## config.mk

```make
export PLATFORM = sky130hd
export DESIGN_NAME = lcd_status_reader
export DESIGN_NICKNAME = d
export VERILOG_FILES = /design/src/rtl/lcd_pkg.sv /design/src/rtl/lcd_phase_timer.sv /design/src/rtl/lcd_status_reader.sv
export SDC_FILE = /design/constraint.sdc
export NUM_CORES = 1
export LEC_CHECK = 0
export ABC_AREA = 1
export CAP_MARGIN = 20
export CORE_ASPECT_RATIO = 0.5
export CORE_MARGIN = 2
export CORE_UTILIZATION = 40
export DETAILED_ROUTE_END_ITERATION = 12
export MAX_ROUTING_LAYER = met4
export PLACE_DENSITY = 0.66
export SYNTH_ARGS = -nofsm -noshare
export SYNTH_HDL_FRONTEND = slang
export SYNTH_SLANG_ARGS = --single-unit
```

## constraint.sdc

```tcl
create_clock -name clk -period 3.3 [get_ports clk]
set_input_delay 0.825 -clock clk [delete_from_list [all_inputs] [get_ports clk]]
set_output_delay 0.825 -clock clk [all_outputs]
set_load 0.02 [all_outputs]
```

## src/rtl/lcd_pkg.sv

```systemverilog
// Shared definitions for the HD44780 character LCD read/write blocks:
// FSM state encoding, status-byte field positions and default bus timing.
package lcd_pkg;

  typedef enum logic [2:0] {
    ST_IDLE,
    ST_SETUP,
    ST_EHIGH,
    ST_ELOW,
    ST_DONE
  } rd_state_e;

  localparam int BF_BIT = 7;
  localparam int ADDR_W = 7;

  // Cycle counts at 50 MHz, shared with the writer.
  localparam int LCD_T_AS      = 2;
  localparam int LCD_T_EH      = 12;
  localparam int LCD_T_EL      = 13;
  localparam int LCD_MAX_POLLS = 4096;

  localparam int TMR_W  = 16;
  localparam int POLL_W = 16;

endpackage

```

## src/rtl/lcd_phase_timer.sv

```systemverilog
// Loadable down-counter that times each bus phase; value sits at zero once
// a phase has run out, so expire stays high until the next load.
module lcd_phase_timer
  import lcd_pkg::*;
(
  input  logic             clk,
  input  logic             rst,
  input  logic             load,
  input  logic [TMR_W-1:0] load_val,
  output logic [TMR_W-1:0] value,
  output logic             expire
);

  logic [TMR_W-1:0] value_q, value_d;

  always_comb begin
    value_d = value_q;
    if (load) begin
      value_d = load_val;
    end else if (value_q != '0) begin
      value_d = value_q - 1'b1;
    end
  end

  always_ff @(posedge clk or posedge rst) begin
    if (rst) begin
      value_q <= '0;
    end else begin
      value_q <= value_d;
    end
  end

  assign value  = value_q;
  assign expire = (value_q == '0);

endmodule

```

## src/rtl/lcd_status_reader.sv

```systemverilog
// HD44780 read-cycle engine: single status/data reads, or busy-flag polling
// with a retry limit. Pin outputs are registered from the next state.
module lcd_status_reader
  import lcd_pkg::*;
#(
  parameter int T_AS      = LCD_T_AS,
  parameter int T_EH      = LCD_T_EH,
  parameter int T_EL      = LCD_T_EL,
  parameter int MAX_POLLS = LCD_MAX_POLLS
)(
  input  logic              clk,
  input  logic              rst,
  input  logic              req_valid,
  output logic              req_ready,
  input  logic              req_rs,
  input  logic              req_poll,
  output logic              rsp_valid,
  output logic [7:0]        rsp_data,
  output logic              rsp_bf,
  output logic [ADDR_W-1:0] rsp_addr,
  output logic              rsp_timeout,
  output logic              bus_req,
  output logic              lcd_e,
  output logic              lcd_rw,
  output logic              lcd_rs,
  input  logic [7:0]        lcd_data_i
);

  localparam logic [TMR_W-1:0]  AS_LD    = TMR_W'(T_AS - 1);
  localparam logic [TMR_W-1:0]  EH_LD    = TMR_W'(T_EH - 1);
  localparam logic [TMR_W-1:0]  EL_LD    = TMR_W'(T_EL - 1);
  localparam logic [POLL_W-1:0] POLL_LIM = POLL_W'(MAX_POLLS - 1);

  rd_state_e         state_q, state_d;
  logic              rs_q, rs_d;
  logic              poll_q, poll_d;
  logic [POLL_W-1:0] cnt_q, cnt_d;
  logic              tmr_load;
  logic [TMR_W-1:0]  tmr_val;
  logic [TMR_W-1:0]  tmr_value;
  logic              tmr_expire;
  logic              capture;

  logic [7:0]        rsp_data_q;
  logic              rsp_valid_q, rsp_bf_q, rsp_timeout_q;
  logic [ADDR_W-1:0] rsp_addr_q;
  logic              lcd_e_q, lcd_rw_q, lcd_rs_q, bus_req_q;

  lcd_phase_timer u_timer (
    .clk      (clk),
    .rst      (rst),
    .load     (tmr_load),
    .load_val (tmr_val),
    .value    (tmr_value),
    .expire   (tmr_expire)
  );

  assign req_ready = (state_q == ST_IDLE) && !rst;
  // The byte is sampled on the same edge that takes E low.
  assign capture   = (state_q == ST_EHIGH) && (tmr_value == '0);

  always_comb begin
    state_d  = state_q;
    rs_d     = rs_q;
    poll_d   = poll_q;
    cnt_d    = cnt_q;
    tmr_load = 1'b0;
    tmr_val  = '0;
    case (state_q)
      ST_IDLE: begin
        if (req_valid && req_ready) begin
          state_d  = ST_SETUP;
          rs_d     = req_rs;
          poll_d   = req_poll && !req_rs;
          cnt_d    = '0;
          tmr_load = 1'b1;
          tmr_val  = AS_LD;
        end
      end
      ST_SETUP: begin
        if (tmr_expire) begin
          state_d  = ST_EHIGH;
          tmr_load = 1'b1;
          tmr_val  = EH_LD;
        end
      end
      ST_EHIGH: begin
        if (capture) begin
          state_d  = ST_ELOW;
          tmr_load = 1'b1;
          tmr_val  = EL_LD;
        end
      end
      ST_ELOW: begin
        if (tmr_expire) begin
          // Re-polling skips SETUP: RS/RW have been held stable all along.
          if (poll_q && rsp_data_q[BF_BIT] && (cnt_q < POLL_LIM)) begin
            state_d  = ST_EHIGH;
            cnt_d    = cnt_q + 1'b1;
            tmr_load = 1'b1;
            tmr_val  = EH_LD;
          end else begin
            state_d = ST_DONE;
          end
        end
      end
      ST_DONE: state_d = ST_IDLE;
      default: state_d = ST_IDLE;
    endcase
  end

  always_ff @(posedge clk or posedge rst) begin
    if (rst) begin
      state_q       <= ST_IDLE;
      rs_q          <= 1'b0;
      poll_q        <= 1'b0;
      cnt_q         <= '0;
      rsp_data_q    <= '0;
      rsp_valid_q   <= 1'b0;
      rsp_bf_q      <= 1'b0;
      rsp_addr_q    <= '0;
      rsp_timeout_q <= 1'b0;
      lcd_e_q       <= 1'b0;
      lcd_rw_q      <= 1'b0;
      lcd_rs_q      <= 1'b0;
      bus_req_q     <= 1'b0;
    end else begin
      state_q     <= state_d;
      rs_q        <= rs_d;
      poll_q      <= poll_d;
      cnt_q       <= cnt_d;
      rsp_valid_q <= (state_d == ST_DONE);
      lcd_e_q     <= (state_d == ST_EHIGH);
      lcd_rw_q    <= (state_d != ST_IDLE);
      bus_req_q   <= (state_d != ST_IDLE);
      lcd_rs_q    <= (state_d != ST_IDLE) && rs_d;
      if (capture) begin
        rsp_data_q <= lcd_data_i;
      end
      if (state_d == ST_DONE) begin
        rsp_bf_q      <= !rs_q && rsp_data_q[BF_BIT];
        rsp_addr_q    <= rs_q ? '0 : rsp_data_q[ADDR_W-1:0];
        rsp_timeout_q <= poll_q && rsp_data_q[BF_BIT];
      end
    end
  end

  assign rsp_valid   = rsp_valid_q;
  assign rsp_data    = rsp_data_q;
  assign rsp_bf      = rsp_bf_q;
  assign rsp_addr    = rsp_addr_q;
  assign rsp_timeout = rsp_timeout_q;
  assign lcd_e       = lcd_e_q;
  assign lcd_rw      = lcd_rw_q;
  assign lcd_rs      = lcd_rs_q;
  assign bus_req     = bus_req_q;

endmodule
```

Yosys cells after proc, flatten, opt, wreduce, memory -nomap -nowiden --
Index checks and enable logic that the tools add are counted. Widths: inputs -> output; s select.
Storage, ports and cells: bits in registers 58, bits in read-only memories 0, latch bits 0, memories kept 0, logic and storage cells 70, output and inout bits 23, input port bits 13, bits in writable memories 0
Operators by class: reductions and logical operators 19, $lt $le $gt $ge 1, divide/modulo/power cells 0, multiply operators 0, equality and inequality tests 8, muxes and demuxes 27, bitwise logic cells 0, shift-type cells 0, add/subtract/negate cells 2
Operators by type and width (count):
- $mux 16 | 5
- $pmux 16 s2 | 1
- $add 16x1->16 const B | 1
- $logic_not 16->1 | 1
- $lt 16x12->1 const B | 1
- $mux 4 | 4
- $pmux 4 s4 | 1
- $reduce_bool 16->1 | 1
- $sub 16x1->16 const B | 1
- $mux 3 | 5
- $pmux 3 s4 | 1
- $eq 3x2->1 const B | 3
- $logic_and 1x1->1 | 8
- $mux 1 | 8
- $mux 7 | 1
- $ne 2x2->1 const B | 2
- $pmux 1 s4 | 1
- $reduce_and 4->1 | 1
- $reduce_bool 2->1 | 2
- $eq 3x1->1 const B | 1
- $eq 3x3->1 const B | 1
- $logic_not 1->1 | 3
- $logic_not 3->1 | 1
- $reduce_bool 3->1 | 1
- other kinds (2) | 2

Depth between registers and ports, before layout --
word-level depth 7, mapped depth 11, mapped depth without buffers 11

By module --
A second synthesis with hierarchy kept.
Unflattened totals: cells, all modules 427, area, all modules 3281.9 um2
By module, submodules not included:
- lcd_status_reader | seq. area each 1051.0 um2, area each 2068.2 um2, instances 1, cells each 258
- lcd_phase_timer | seq. area each 400.4 um2, area each 1213.7 um2, instances 1, cells each 169

Worst setup path before layout --
No wires, ideal clock.
path type in2out, from input port rst, to output port req_ready, data arrival time 2.473 ns, data required time 2.475 ns, stages on the path 3, setup slack 0.002 ns, path buffers 0, cell sequence inv_1 nand3_1 inv_1
Between the ends: word-level cells in the longest chain between the ends 2
Ends and longest elaborated chain:
- from (decl) | RTL line lcd_status_reader.sv:12 | input logic rst,
- $logic_not 1->1 (no line)
- $logic_and 1x1->1 | RTL line lcd_status_reader.sv:58 | assign req_ready = (state_q == ST_IDLE) && !rst;
- to (decl) | RTL line lcd_status_reader.sv:14 | output logic req_ready,
No other way between the ends.

Final worst setup path --
Same ends and word-level chain as after synthesis.

==> metrics <==
Sinks on Clock Net 58; met3 routed WL 280 µm; unrepaired setup endpoints after global routing false; Slew Viols, Final 0; Synth area leaders dfrtp_1, nand2_1, inv_1; root buffer cell clkbuf_16; R2R Setup Slk 1.02 ns; total grt overflow 0; post-route cell area 3700 µm²; worst setup margin 0.366 ns; R2R depth 11; CP Launch Type input port; CTS resizes 0; max layer used met4; Hold Fails Final Rpt 0; area of the multi-input gates 1280 µm²; Min Clock Period, post-route 2.93 ns; cts hold-fix bufs 0; Tot GR Track Use 0.176; first-pass GRT wire length 10800 µm; Syn Nets 365; largest net degree at the start of global routing 59; total design power 2.77 mW; number of remaining DRC errors 0; hold crit path type reg -> reg; Seq cells post-synth 58; layout cells sized above 1 0.132; DRT Pass-1 Iters 4; Worst EP required 2.47 ns; mapped cell area 2960 µm²; DP Area 3390 µm²; layout filler cell count 700; dpl hpwl 4120 µm; status completed; vias per cell 4.71; diode count 0; area delta synth->final 24.7%; Core ar. 7240 µm²; drt initial violations 144; post-synth top area share 0.490; CTS H-tree lvls 3; CTS tree yes; HP Start cnt_q[14]; Final Cycle Share 0.889; final antenna-violating net count 0; GPL Wtd Cong 0.826; normalized max-slew margin 0.509; LEAKAGE 1.70 nW; worst hold slack 0.468 ns; die area 8150 µm²; clk_lat worst skew 0.33 ns; CP arrival 2.11 ns; deepest clock path buffer count 2; hold worst-path end cnt_q[14]; DR WL/cell 12.3 µm; P per Cell Area 749 nW/µm²; Mean Syn Cell Area 8.47 µm²; DIE WIDTH 126 µm; DP Cell Count 474; vias in the first global route 2281; Crit Path Max Fanout 2; port buffer count 35; largest area contributor in the netlist dfrtp_1; Final Skew 0.00871 ns; post-synth cell types 36; WL met2 2550 µm; clock slew at reported path FFs 0.05 ns; Util after Layout 0.511; NumNets Final 404; Initial Util 0.409; r2r endpoint cnt_q[5]; sequential cell area 1450 µm²; I/O pins 36; Cells after Synth 350; initial antenna violation count 0; Worst setup EP type output port; drt total wl 6040 µm; Slew @ Worst Pin 0.736 ns; postcts setup bufs 0; final setup violation count 0; setup TNS 0 ns; max-cap violation count 0; peak supply drop 322 µV; Setup WS pre-CTS 0.344 ns; critical path type in -> out; maximum clock frequency 341 MHz; sequential area share after synthesis 0.490; final std cells w/o fill 490; Std-Cell Rows 22; worst hold stages 2; die height 64.9 µm; TritonCTS Buffers 9; Synthesis Warnings 0; via count 2309; WL met1 3150 µm; Reg-to-Reg Start u_timer.value[0]
[power by group]
| part | total (mW) | internal (mW) | switching, mW | leakage (nW) |
|---|---|---|---|---|
| Combinational | 0.806 | 0.333 | 0.474 | 0.820 |
| Clock | 0.953 | 0.624 | 0.330 | 0.145 |
| Sequential | 1.01 | 0.862 | 0.146 | 0.734 |
| Total | 2.77 | 1.82 | 0.949 | 1.70 |
[cell usage in the layout, fill, tap and decap left out]
cell type	instances
nand3_2	2
a21oi_4	1
inv_1	40
clkinvlp_4	2
ha_1	2
clkdlybuf4s50_1	35
nor3_1	12
or3_1	1
nor2_2	11
nand3b_1	2
clkbuf_8	2
clkinv_2	2
o21ai_4	1
clkbuf_16	9
nand2_2	4
nand2_1	81
xnor2_1	5
nor2_1	39
nand2_4	2
nand4_1	6
a22o_1	1
or2_2	1
dfrtp_1	58
nand3_1	16
nor2_4	3
inv_2	5
o21a_1	1
o2111ai_1	1
clkbuf_1	1
buf_4	2
bufinv_16	1
o21ai_0	10
o21bai_1	1
o21ai_1	5
nor3b_1	2
nor3_2	2
o31ai_1	8
xor2_1	15
a21oi_2	2
[cell families after synthesis]
kind of cell	Yosys count	share of synthesized area
flip-flops	58	0.490
AO/OA/AOI/OAI	31	0.0735
buffers and inverters	55	0.0785
XOR/XNOR	20	0.0591
adder cells (fa/ha/maj)	2	0.00844
AND/OR/NAND/NOR	184	0.291
[cells in the mapped netlist]
library cell,n
or3_1,1
nand2_2,4
inv_1,41
o21ai_4,1
nor2_4,3
ha_1,2
xor2_1,15
clkinv_2,1
nand3_1,16
nor3_1,12
nor3b_1,2
o21bai_1,1
nand3_2,2
nor2_1,39
nand2_4,2
a22o_1,1
buf_4,2
or2_2,1
nand3b_1,2
dfrtp_1,58
nor3_2,2
nand4_1,6
a21oi_2,2
o21ai_1,5
buf_6,2
xnor2_1,5
o21ai_0,10
o31ai_1,8
inv_2,4
buf_2,2
o21a_1,1
nor2_2,11
a21oi_4,1
nand2_1,81
clkbuf_1,3
o2111ai_1,1
[flip-flops by register name (all words and copies together), names as in the netlist]
register / flops
lcd_e: 1
poll_q: 1
state_q: 3
rs_q: 1
rsp_bf: 1
rsp_timeout: 1
rsp_addr: 7
cnt_q: 16
rsp_valid: 1
u_timer.value: 16
lcd_rs: 1
rsp_data: 8
bus_req: 1
[worst max-delay path by stage]
| stage | end | depth (start not counted) | start |
|---|---|---|---|
| 2_1_floorplan | req_ready | 3 | rst |
| 3_3_place_gp | req_ready | 5 | rst |
| 3_5_place_dp | req_ready | 5 | rst |
| 4_1_cts | req_ready | 5 | rst |
| 5_1_grt | req_ready | 5 | rst |
| 6_report | req_ready | 5 | rst |
[final cells by class]
type	count	share of cell area
clock buffer	12	0.0694
clock inverter	4	0.0135
inverter	46	0.0471
multi-input combinational	237	0.346
sequential	58	0.393
tap	96	0.0325
timing repair buffer	37	0.0988
[metal layers]
layer,vias up,GRT usage
li1,1184,-
met1,1083,0.223
met2,33,0.261
met3,9,0.0735
met4,0,0.0472
met5,-,-
[worst max-delay path: stages]
cell and delay [ns]:
clkdlybuf4s50_1 0.42, inv_2 0.09, nand3_1 0.12, inv_1 0.07, clkdlybuf4s50_1 0.59
Note: power is estimated with default switching activity, not from simulation.
==> patch 1, RTL diff (same flow settings) <==
Reset style: synchronous (`rst`), changed in 2 clocked blocks.
--- a/src/rtl/lcd_phase_timer.sv
+++ b/src/rtl/lcd_phase_timer.sv
@@ -24,3 +24,3 @@
 
-  always_ff @(posedge clk or posedge rst) begin
+  always_ff @(posedge clk) begin
     if (rst) begin
--- a/src/rtl/lcd_status_reader.sv
+++ b/src/rtl/lcd_status_reader.sv
@@ -111,3 +111,3 @@
 
-  always_ff @(posedge clk or posedge rst) begin
+  always_ff @(posedge clk) begin
     if (rst) begin
Behaviour: differs if rst is asserted again (counterexample within 4 cycles, from zero or initial values and one cycle with rst high); with rst held inactive, the same outputs for 10 cycles.
==> patch 1 against the original RTL <==
  * Via count is 5.4% higher
  * Core utilization is 1.0 points higher
  * Worst setup slack improved by 0.079 ns
  * Non-clock buffer count decreased by 1
  * First-iteration DRC count is 0.69% lower
  * Sequential cell count stayed put
  * Clock skew is 0.0037 ns lower
  * Design area shrank 5.9%
  * Area after synthesis fell by 6.9%
  * Critical path type unchanged
  * Synthesized cell count increased by 8.3%
  * Total power is 6.4% higher
  * Wire length up 1.1%
  * Die area is 6.6% lower
==> patch 1: results <==
metrics = {
    "global_route": {
        "gr-usage-met3": 0.0611,
        "antenna_found_initial": 0,
        "grt_pass1_wl_um": 10700,
        "grt_pass1_vias": 2233,
        "grt_max_degree": 26,
        "grtUsageMet2": 0.270,
        "grt.total_usage": 0.184,
        "met1_usage": 0.232,
    },
    "power": {
        "p_leak_nw": 1.42,
        "ir_worst_vdd_mv": 0.328,
    },
    "yosys": {
        "synthTopCellsByCount": "nor2_1 (93), dfxtp_1 (58), nand2_1 (56)",
        "synth_warnings": 0,
        "synthArstFlopShare": 0,
        "synth.area.top_cells": "dfxtp_1 (42%), nor2_1 (13%), nand2_1 (7.6%), a21oi_1 (4.0%), inv_1 (3.5%)",
        "postSynthNetCount": 395,
        "seq_area_frac_synth": 0.421,
        "synth_ff_type": "dfxtp_1",
        "ys_types": 35,
    },
    "placement": {
        "port-buffer-count": 35,
        "pre_cts_slack_ns": 0.440,
        "place.gp.congestion": 0.847,
        "dp_hpwl_um": 4270,
    },
    "clock_network": {
        "worstSkewPairLatency_ns": 0.33,
        "post-cts-setup-buffers": 0,
        "cts_resized": 0,
        "cts_root_buf": "clkbuf_16",
        "clockBufferDepth": 2,
        "path_clk_slew_ns": 0.05,
        "cts_inserted_buffers": 9,
        "cts-htree-levels": 3,
    },
    "route": {
        "dr_wl_met2_um": 2680,
        "drt-initial-drc-count": 143,
        "post-route-drc-count": 0,
        "dr.pass1.iters": 4,
        "top_layer": "met4",
        "dr_wl_met3_um": 163,
        "finalWirelength_um": 6110,
        "wl_met1_um": 3160,
        "via_per_inst": 4.74,
    },
    "sta": {
        "slew_headroom": 0.634,
        "finalClockSkew_ns": 0.00499,
    },
    "outcome": {
        "status": "completed",
    },
    "job": {
        "cap_violations": 0,
    },
    "critical_path": {
        "crit_fanout": 2,
        "arrival_ns": 2.03,
    },
    "finish": {
        "finalNetCount": 433,
        "n_antenna_cell": 0,
        "fillCellCount": 656,
        "drive_gt1_frac": 0.116,
    },
    "hold_path": {
        "hold_path.class": "reg2reg",
    },
}
==> patch 1: changes by cell type after synthesis, sizes merged, moves of 6 or more <==
cell,unedited run,this run
a21oi,3,24
dfrtp,58,0
dfxtp,0,58
inv,45,34
nand2,87,63
nor2,53,105
o31ai,8,0
xor2,15,9
==> patch 1: final cells by class <==
| class | count | area (um2) | area share |
|---|---|---|---|
| Clock buffer | 10 | 239 | 0.0687 |
| Clock inverter | 6 | 66.3 | 0.0191 |
| Inverter | 35 | 131 | 0.0378 |
| Multi-Input combinational cell | 277 | 1410 | 0.404 |
| Sequential cell | 58 | 1160 | 0.334 |
| Tap cell | 92 | 115 | 0.0331 |
| Timing Repair Buffer | 36 | 358 | 0.103 |
==> patch 1: logic make-up after synthesis <==
kind of cell | synth area share
DFF | 0.421
buffers and inverters | 0.0694
AOI/OAI and AO/OA | 0.0925
adders and majority gates | 0.0136
and+or+nand+nor | 0.359
xor gates and xnor gates | 0.0444
==> patch 1: through the flow <==
step	cells	cell area (um2)	util
after detailed placement	498	3170	0.475
after floorplan	379	2760	-
final	514	3480	0.521
after global routing	514	3480	0.521
after CTS	514	3480	0.521
after global placement	498	3170	0.475
==> patch 1: worst max-delay path, cell delays in order <==
cell,delay (ns)
clkdlybuf4s50_1,0.42
nor2_1,0.16
clkdlybuf4s50_1,0.62
==> patch 1: power by group <==
group / switching [mW] / internal (mW)
logic: 0.675 / 0.429
clock network: 0.333 / 0.603
registers: 0.0964 / 0.809
==> patch 1: final timing paths <==
check,startpoint,endpoint,slack (ns),cells past startpoint
setup / recovery,rst,req_ready,0.44,3
hold / removal,cnt_q[14],cnt_q[14],0.44,2
setup reg to reg,u_timer.value[0],u_timer.value[10],1.01,11
hold reg to reg,cnt_q[14],cnt_q[14],0.44,2
==> patch 2, RTL diff (same flow settings) <==
Without the edit above. Change the package constant `POLL_W` from 16 to 32.
--- a/src/rtl/lcd_pkg.sv
+++ b/src/rtl/lcd_pkg.sv
@@ -22,3 +22,3 @@
   localparam int TMR_W  = 16;
-  localparam int POLL_W = 16;
+  localparam int POLL_W = 32;
 
Behaviour: no difference found for any inputs over 10 cycles, from zero or initial values and one cycle with rst high; that may be too few to reach the edited logic, so the function may still have changed.
==> patch 2 against the original RTL <==
  * Sequential power grew 24%
  * Wire length rose by 12%
  * Worst setup slack better by 0.074 ns
  * Count of clock-buffer cells in the layout decreased by 2
  * Critical path depth decreased by 2
  * Sequential cell count is 16 higher
  * Total power rose by 11%
  * Sequential share of layout area is 3.6 points higher
  * Area after synthesis grew 20%
  * Design area is 17% higher
==> patch 2: results <==
metrics = {
    "outcome": {
        "status": "completed",
    },
    "placement": {
        "dp_hpwl_um": 4740,
        "pre_cts_slack_ns": 0.433,
        "place.gp.congestion": 0.829,
        "placed_cell_area_mm2": 0.00403,
        "dp_cells": 559,
    },
    "route": {
        "dr_wl_met3_um": 174,
        "drt-initial-drc-count": 111,
        "routedWlPerCell_um": 11.8,
        "dr.pass1.iters": 5,
        "wl_met1_um": 3330,
        "dr_wl_met2_um": 3240,
    },
    "power": {
        "swShare": 0.337,
        "ir_worst_vdd_mv": 0.325,
        "p_leak_nw": 2.08,
    },
    "finish": {
        "buffer_area_frac": 0.0874,
        "drive_gt1_frac": 0.131,
        "finalNetCount": 469,
        "seq_area_mm2": 0.00185,
        "inverters": 62,
        "fillCellCount": 800,
        "multi_input_cells": 269,
        "stdcell_area_mm2": 0.00432,
        "multi_input_area_share": 0.328,
        "clock_area_frac": 0.0680,
    },
    "yosys": {
        "synth_compound_area_frac": 0.0502,
        "synth_fa_ha_area_frac": 0.0105,
        "synth.area.mux_share": 0.0253,
        "ys_types": 35,
        "ys_ff_latch": 74,
        "seq_area_frac_synth": 0.520,
        "synth.area.top_cells": "dfrtp_1 (52%), nand2_1 (8.6%), nor2_1 (7.8%), inv_1 (5.8%), nand3_1 (2.7%)",
        "synthTopCellsByCount": "nand2_1 (82), dfrtp_1 (74), nor2_1 (74)",
        "synth-xor-area-share": 0.0320,
    },
    "clock_network": {
        "clockBufferDepth": 2,
    },
    "global_route": {
        "grt_max_degree": 75,
        "grt.total_usage": 0.161,
        "grt_pass1_vias": 2569,
        "grt_pass1_wl_um": 11800,
    },
    "critical_path": {
        "r2r_slack_ns": 1.28,
        "arrival_ns": 2.04,
        "r2r_end": "cnt_q[0]",
        "timing.rr.start": "cnt_q[0]",
    },
    "sta": {
        "worst_slack_ns": 0.440,
        "whs_ns": 0.481,
        "finalClockSkew_ns": 0.00937,
    },
    "hold_path": {
        "hold_path_end": "cnt_q[12]",
        "hold_start": "cnt_q[12]",
    },
}
[patch 2: cell types whose count changed after synthesis, moves of 5 or more]
cell	delta
xor2_1	-5
o31ai_1	-7
nor2_1	+35
mux2_2	+8
nor3_1	-7
dfrtp_1	+16
a21oi_1	+8
inv_1	+14
[patch 2: worst max path at each step]
stage               start   endpoint
finish                rst  req_ready
global route          rst  req_ready
CTS                   rst  req_ready
detailed placement    rst  req_ready
global placement      rst  req_ready
floorplan             rst    bus_req
[patch 2: routing by layer]
layer / up-vias / track usage
li1: 1354 / -
met1: 1246 / 0.202
met3: 4 / 0.0452
met2: 24 / 0.250
met4: 0 / 0.0584
met5: - / -
[patch 2: power groups by stage]
stage | combinational, mW | sequential (mW) | clock [mW]
after floorplan | 0.560 | 1.29 | 0
after CTS | 0.862 | 1.25 | 0.995
after global routing | 0.946 | 1.27 | 1.04
final | 0.853 | 1.25 | 0.966
after global placement | 0.844 | 1.26 | 0
after detailed placement | 0.857 | 1.26 | 0
